===== src/rtl/breakout_pkg.sv =====
// Shared game-control types: FSM state encoding and USB HID key codes.
// The PAUSE state exists only when PAUSE_KEY_EN is defined.
package breakout_pkg;

  typedef enum logic [2:0] {
    StAttract = 3'd0,
    StServe   = 3'd1,
    StPlay    = 3'd2,
    StMiss    = 3'd3,
    StOver    = 3'd4,
    StWin     = 3'd5
`ifdef PAUSE_KEY_EN
    ,
    StPause   = 3'd6
`endif
  } state_e;

  localparam logic [7:0] KEY_A     = 8'h04;
  localparam logic [7:0] KEY_D     = 8'h07;
  localparam logic [7:0] KEY_ENTER = 8'h28;
  localparam logic [7:0] KEY_SPACE = 8'h2C;

endpackage


===== src/rtl/frame_timer.sv =====
// 8-bit loadable down-counter that stops at zero and flags it.
module frame_timer (
  input  logic       clk_i,
  input  logic       rst_i,
  input  logic       load_i,
  input  logic [7:0] load_val_i,
  input  logic       dec_i,
  output logic       zero_o
);

  logic [7:0] cnt_d, cnt_q;

  always_comb begin
    cnt_d = cnt_q;
    if (load_i) begin
      cnt_d = load_val_i;
    end else if (dec_i && (cnt_q != 8'd0)) begin
      cnt_d = cnt_q - 8'd1;
    end
  end

  always_ff @(posedge clk_i or posedge rst_i) begin
    if (rst_i) begin
      cnt_q <= 8'd0;
    end else begin
      cnt_q <= cnt_d;
    end
  end

  assign zero_o = (cnt_q == 8'd0);

endmodule


===== src/rtl/game_ctrl.sv =====
// Breakout game-flow controller: attract/serve/play/miss/over/win sequencing, one step per frame.
// Define PAUSE_KEY_EN to add a SPACE-toggled PAUSE state reachable from PLAY.
module game_ctrl
  import breakout_pkg::*;
#(
  parameter int unsigned LIVES        = 3,
  parameter int unsigned SERVE_FRAMES = 60,
  parameter int unsigned MISS_FRAMES  = 30
) (
  input  logic       frame_clk,
  input  logic       Reset,
  input  logic [7:0] keycode,
  input  logic       Ball_Lost,
  input  logic       Bricks_Cleared,
  output logic       Bar_Reset,
  output logic       Ball_Reset,
  output logic       Ball_Launch,
  output logic       Freeze,
  output logic [2:0] Lives,
  output logic [2:0] Game_State
);

  localparam logic [2:0] LivesInit = 3'(LIVES);
  localparam logic [7:0] ServeLoad = 8'(SERVE_FRAMES - 1);
  localparam logic [7:0] MissLoad  = 8'(MISS_FRAMES - 1);

  state_e     state_d, state_q;
  logic [2:0] lives_d, lives_q;
  logic [7:0] key_prev_q;
  logic       bar_d, bar_q, ball_d, ball_q, launch_d, launch_q, freeze_d, freeze_q;
  logic       tmr_load, tmr_dec, tmr_zero;
  logic [7:0] tmr_val;
  logic       enter_edge;

  assign enter_edge = (keycode == KEY_ENTER) && (key_prev_q != KEY_ENTER);
`ifdef PAUSE_KEY_EN
  logic space_edge;
  assign space_edge = (keycode == KEY_SPACE) && (key_prev_q != KEY_SPACE);
`endif

  frame_timer u_timer (
    .clk_i      (frame_clk),
    .rst_i      (Reset),
    .load_i     (tmr_load),
    .load_val_i (tmr_val),
    .dec_i      (tmr_dec),
    .zero_o     (tmr_zero)
  );

  // Timer runs only while waiting out a serve or a lost ball; PAUSE holds it.
  assign tmr_dec = (state_q == StServe) || (state_q == StMiss);

  always_comb begin
    state_d  = state_q;
    lives_d  = lives_q;
    tmr_load = 1'b0;
    tmr_val  = ServeLoad;
    launch_d = 1'b0;
    case (state_q)
      StAttract, StOver, StWin: begin
        if (enter_edge) begin
          state_d  = StServe;
          lives_d  = LivesInit;
          tmr_load = 1'b1;
        end
      end
      StServe: begin
        if (tmr_zero) begin
          state_d  = StPlay;
          launch_d = 1'b1;
        end
      end
      StPlay: begin
        if (Bricks_Cleared) begin
          state_d = StWin;
        end else if (Ball_Lost) begin
          state_d  = StMiss;
          lives_d  = (lives_q != 3'd0) ? lives_q - 3'd1 : 3'd0;
          tmr_load = 1'b1;
          tmr_val  = MissLoad;
        end
`ifdef PAUSE_KEY_EN
        else if (space_edge) begin
          state_d = StPause;
        end
`endif
      end
      StMiss: begin
        if (tmr_zero) begin
          if (lives_q == 3'd0) begin
            state_d = StOver;
          end else begin
            state_d  = StServe;
            tmr_load = 1'b1;
          end
        end
      end
`ifdef PAUSE_KEY_EN
      StPause: begin
        if (space_edge) begin
          state_d = StPlay;
        end
      end
`endif
      default: state_d = StAttract;
    endcase
  end

  // Level outputs are decoded from the next state so they register alongside it.
  always_comb begin
    bar_d    = (state_d == StAttract) || (state_d == StServe);
    ball_d   = (state_d != StPlay);
    freeze_d = (state_d == StMiss) || (state_d == StOver) || (state_d == StWin);
`ifdef PAUSE_KEY_EN
    ball_d   = ball_d && (state_d != StPause);
    freeze_d = freeze_d || (state_d == StPause);
`endif
  end

  always_ff @(posedge frame_clk or posedge Reset) begin
    if (Reset) begin
      state_q    <= StAttract;
      lives_q    <= LivesInit;
      key_prev_q <= 8'd0;
      bar_q      <= 1'b1;
      ball_q     <= 1'b1;
      launch_q   <= 1'b0;
      freeze_q   <= 1'b0;
    end else begin
      state_q    <= state_d;
      lives_q    <= lives_d;
      key_prev_q <= keycode;
      bar_q      <= bar_d;
      ball_q     <= ball_d;
      launch_q   <= launch_d;
      freeze_q   <= freeze_d;
    end
  end

  assign Bar_Reset   = bar_q;
  assign Ball_Reset  = ball_q;
  assign Ball_Launch = launch_q;
  assign Freeze      = freeze_q;
  assign Lives       = lives_q;
  assign Game_State  = state_q;

endmodule


===== config.mk =====
export PLATFORM = sky130hd
export DESIGN_NAME = game_ctrl
export DESIGN_NICKNAME = d
export VERILOG_FILES = /design/src/rtl/breakout_pkg.sv /design/src/rtl/frame_timer.sv /design/src/rtl/game_ctrl.sv
export SDC_FILE = /design/constraint.sdc
export NUM_CORES = 1
export LEC_CHECK = 0
export BUFFER_PORTS_ARGS = -buffer_cell sky130_fd_sc_hd__buf_2
export CORE_ASPECT_RATIO = 1.2
export CORE_UTILIZATION = 57
export CTS_BUF_LIST = sky130_fd_sc_hd__clkbuf_4 sky130_fd_sc_hd__clkbuf_8
export CTS_CLUSTER_DIAMETER = 200
export CTS_CLUSTER_SIZE = 25
export DETAILED_ROUTE_END_ITERATION = 10
export PLACE_DENSITY = 0.87
export SLEW_MARGIN = 20
export SYNTH_ARGS = -nofsm -noshare
export SYNTH_HDL_FRONTEND = slang
export SYNTH_HIERARCHICAL = 1
export SYNTH_SLANG_ARGS = --single-unit

===== constraint.sdc =====
create_clock -name frame_clk -period 3.2 [get_ports frame_clk]
set_clock_uncertainty 0.2 [all_clocks]
set_input_delay 0.32 -clock frame_clk [delete_from_list [all_inputs] [get_ports frame_clk]]
set_output_delay 0.32 -clock frame_clk [all_outputs]
set_load 0.05 [all_outputs]

==> summary.txt <==
Timing
  – Post-route setup TNS: 0 ns
  – Final worst slack: roughly 0.46 ns
  – RSZ-0062 raised after global routing: false
  – Final Setup Violations: 0
  – Max Clock Freq: between 300 and 400 MHz
  – Tmin final: 2.74 ns
  – Tcrit/Tclk final: between 80% and 90%
  – Slew Limit Headroom: a little under three fifths
  – Hold Violations, Final: 0
  – Final slew viol count: 0
  – Worst-margin pin slew: around 0.64 ns

Place
  – HPWL Detailed: 1770 µm
  – Worst slack at placement: between 0.5 and 0.6 ns
  – IO Port Bufs: 21
  – # placed instances: about 170
  – Placed inst area: about 0.0014 mm²
  – RePlAce Congestion: around 0.84

Power and ir drop
  – Lkg Pwr: around 0.66 nW
  – Pwr/cell area: 594 mW/mm²
  – Worst VDD drop: ~0.00046 V

Clock tree
  – Latest clock arrival within the worst-skew pair: ~0.32 ns
  – CTS root buf: clkbuf_4
  – Bufs on Longest Clock Path: 2
  – PostCTS Resize Cnt: 0
  – TritonCTS clock tree: done
  – Setup Buffers After CTS: 0
  – CTS buffer count: 3
  – Clock sink count: 26
  – H-Tree Depth: 1
  – Clk slew on worst S/H paths: about 0.14 ns

Logic synthesis
  – Synth async-reset ratio: between 90% and 100%
  – Number of warnings issued by yosys: 6
  – #FFs+latches synth: 26
  – Post-Synth Simple-Gate Area: 22.5%
  – Top FF cell, synth: dfrtp_1
  – Synth Area in Adders: 1.99%
  – Largest family of logic cells by synthesized area: simple AND/OR/NAND/NOR gates
  – Cells after Synth: 119
  – Syn Area/Cell: roughly 11 µm²
  – Cell variety after synth: 43
  – Synth Area in Compound Gates: ~15%
  – Cell Area, Synth: ~0.0013 mm²
  – EDFF count, synth: 0
  – Mux share of post-synthesis cell area: between 1.5 and 2%
  – Sequential fraction of the synthesis area: a little over half
  – Xor and xnor area share after synthesis: approximately 3.5%

Critical path
  – Worst R2R Path Depth: 10
  – CP Capture Type: register
  – Arrival @ worst endpoint: ~2.8 ns
  – CP max FO: 17
  – Startpoint class of the critical path: register
  – Setup CP Type: reg -> reg
  – CP required: 3.21 ns

Outcome
  – Outcome: finished, final reports clean

Layout
  – Fillers: 160
  – Ant diodes: 0
  – Final nets: approximately 170
  – Share of cells above drive strength 1: 25.3%
  – Design area: ~0.0015 mm²
  – Layout Cells excl Fill: between 150 and 200
  – Area growth syn-to-layout: 21.8%

Die
  – Die ar.: between 0.002 and 0.0025 mm²
  – Starting Density: around three fifths
  – Core area: around 0.0021 mm²
  – Die width: 44.9 µm
  – FP Rows: 18
  – Die Ht: about 53 µm
  – IO Count: 22

GRT
  – Grt ovf: 0
  – Initial antenna violation count: 0
  – Vias in the first global route: 1008
  – Largest net degree at the start of global routing: 19
  – Total Routing Usage GR: between 20% and 30%
  – First-pass GRT wire length: 4400 µm

Route
  – Drc violations: 0
  – Vias: ~1000
  – Post-route ant nets: 0
  – WL per Instance: ~15 µm
  – WL final: ~2700 µm
  – Vias per cell: ~5.5
  – Initial drt markers: 25
  – 1st-pass router iterations: 4

Flow run
  – Max-Cap Viols: 0

Hold path
  – Hold Crit Depth: 4
  – Hold WC Path Type: in -> reg
==> worst paths after layout <==
kind,startpoint,endpoint,slack [ns]
max in group asynchronous,Reset,key_prev_q[7],1.97
max reg2reg,u_timer/cnt_q[0],u_timer/cnt_q[3],0.46
min reg2reg,Lives[0],Lives[0],0.30
min in group asynchronous,Reset,u_timer/cnt_q[7],0.26
max,u_timer/cnt_q[0],u_timer/cnt_q[3],0.46
min,Bricks_Cleared,Game_State[1],0.23
==> per-layer routing <==
metal  GRT usage [%]  vias up  routed length [µm]
met5               0        -                   0
met4            8.08        0                  38
met3            5.80        6                 131
met2            49.8       34                1500
met1            28.7      485                1030
li1                -      487                   -
==> cell usage in the layout, fill, tap and decap left out, types with 3 or more instances in the layout <==
cell,count
clkbuf_4,3
a21oi_1,3
dfstp_2,4
nor4b_1,3
nor2_1,8
dfrtp_1,22
dlygate4sd3_1,9
conb_1,5
nand2_1,11
nand2b_1,3
buf_2,21
o21ai_0,6
nand3_1,3
xor2_1,3
o21ai_1,4
nor3_1,4
inv_1,6
==> logic make-up (layout without fill, tap and decap cells) <==
group                      count (synthesis)  count (layout)
adders and majority gates                  2               2
xor gates and xnor gates                   5               5
DFF                                       26              26
AOI/OAI and AO/OA                         27              27
buffers and inverters                      9              41
muxes                                      2               2
and+or+nand+nor                           46              46
other                                      2               5
==> synth_stat cells (2+ instances only) <==
cell type / count / area [µm²]
nor2b_1: 2 / 12.5
or4b_4: 2 / 27.5
inv_1: 6 / 22.5
nand2b_1: 3 / 18.8
nor3b_1: 2 / 15.0
ha_1: 2 / 25.0
nand3_1: 3 / 15.0
nor3_1: 4 / 20.0
conb_1: 2 / 7.51
dfstp_2: 4 / 105
a211oi_1: 2 / 15.0
nor4b_1: 3 / 26.3
nand2_1: 11 / 41.3
dfrtp_1: 22 / 551
a21oi_1: 3 / 15.0
nor2_1: 8 / 30.0
o21ai_0: 6 / 30.0
xnor2_1: 2 / 17.5
nand4_1: 2 / 12.5
nor4_2: 2 / 25.0
o21ai_1: 4 / 20.0
xor2_1: 3 / 26.3
==> critical path: stages (launching register included) <==
cell and delay [ns]:
dfrtp_1 0.41, inv_1 0.11, ha_1 0.17, or4b_4 0.49
nor2_1 0.38, nand3_1 0.15, o21ai_0 0.17, buf_4 0.21
nor2b_1 0.07, a22oi_1 0.16, o41ai_1 0.10
==> area by class of cell <==
class / instances / area [µm²] / area share, %
inverters: 6 / 22.5 / 1.47
well taps: 30 / 37.5 / 2.45
repair buffers: 31 / 203 / 13.2
multi-input cells: 87 / 578 / 37.7
clock buffers: 4 / 36.3 / 2.37
flip-flops and latches: 26 / 656 / 42.8
==> state kept, by name, indices dropped and copies added (netlist names) <==
register,cells
Ball_Launch,1
Ball_Reset,1
Bar_Reset,1
Freeze,1
Game_State,3
Lives,3
key_prev_q,8
u_timer/cnt_q,8
==> through the flow <==
step	hold slack, ns	utilization [%]	power [mW]
after floorplan	-0.0643	-	0.663
after global placement	0.0771	67.9	0.715
after detailed placement	0.0858	67.9	0.737
after CTS	0.178	74.0	0.905
after global routing	0.234	74.0	0.959
final	0.226	74.0	0.910
==> power breakdown <==
| part | internal, mW | total, mW | switching (mW) |
|---|---|---|---|
| sequential | 0.395 | 0.463 | 0.0678 |
| clock | 0.0697 | 0.165 | 0.0951 |
| combinational | 0.115 | 0.282 | 0.167 |
| total | 0.580 | 0.910 | 0.330 |
==> timing repair <==
item | in CTS | in global routing
endpoints found under the hold margin | 30 | 0
hold buffers | 9 | 0
setup endpoints to repair | 0 | 0
(Power assumes the default switching activity.)
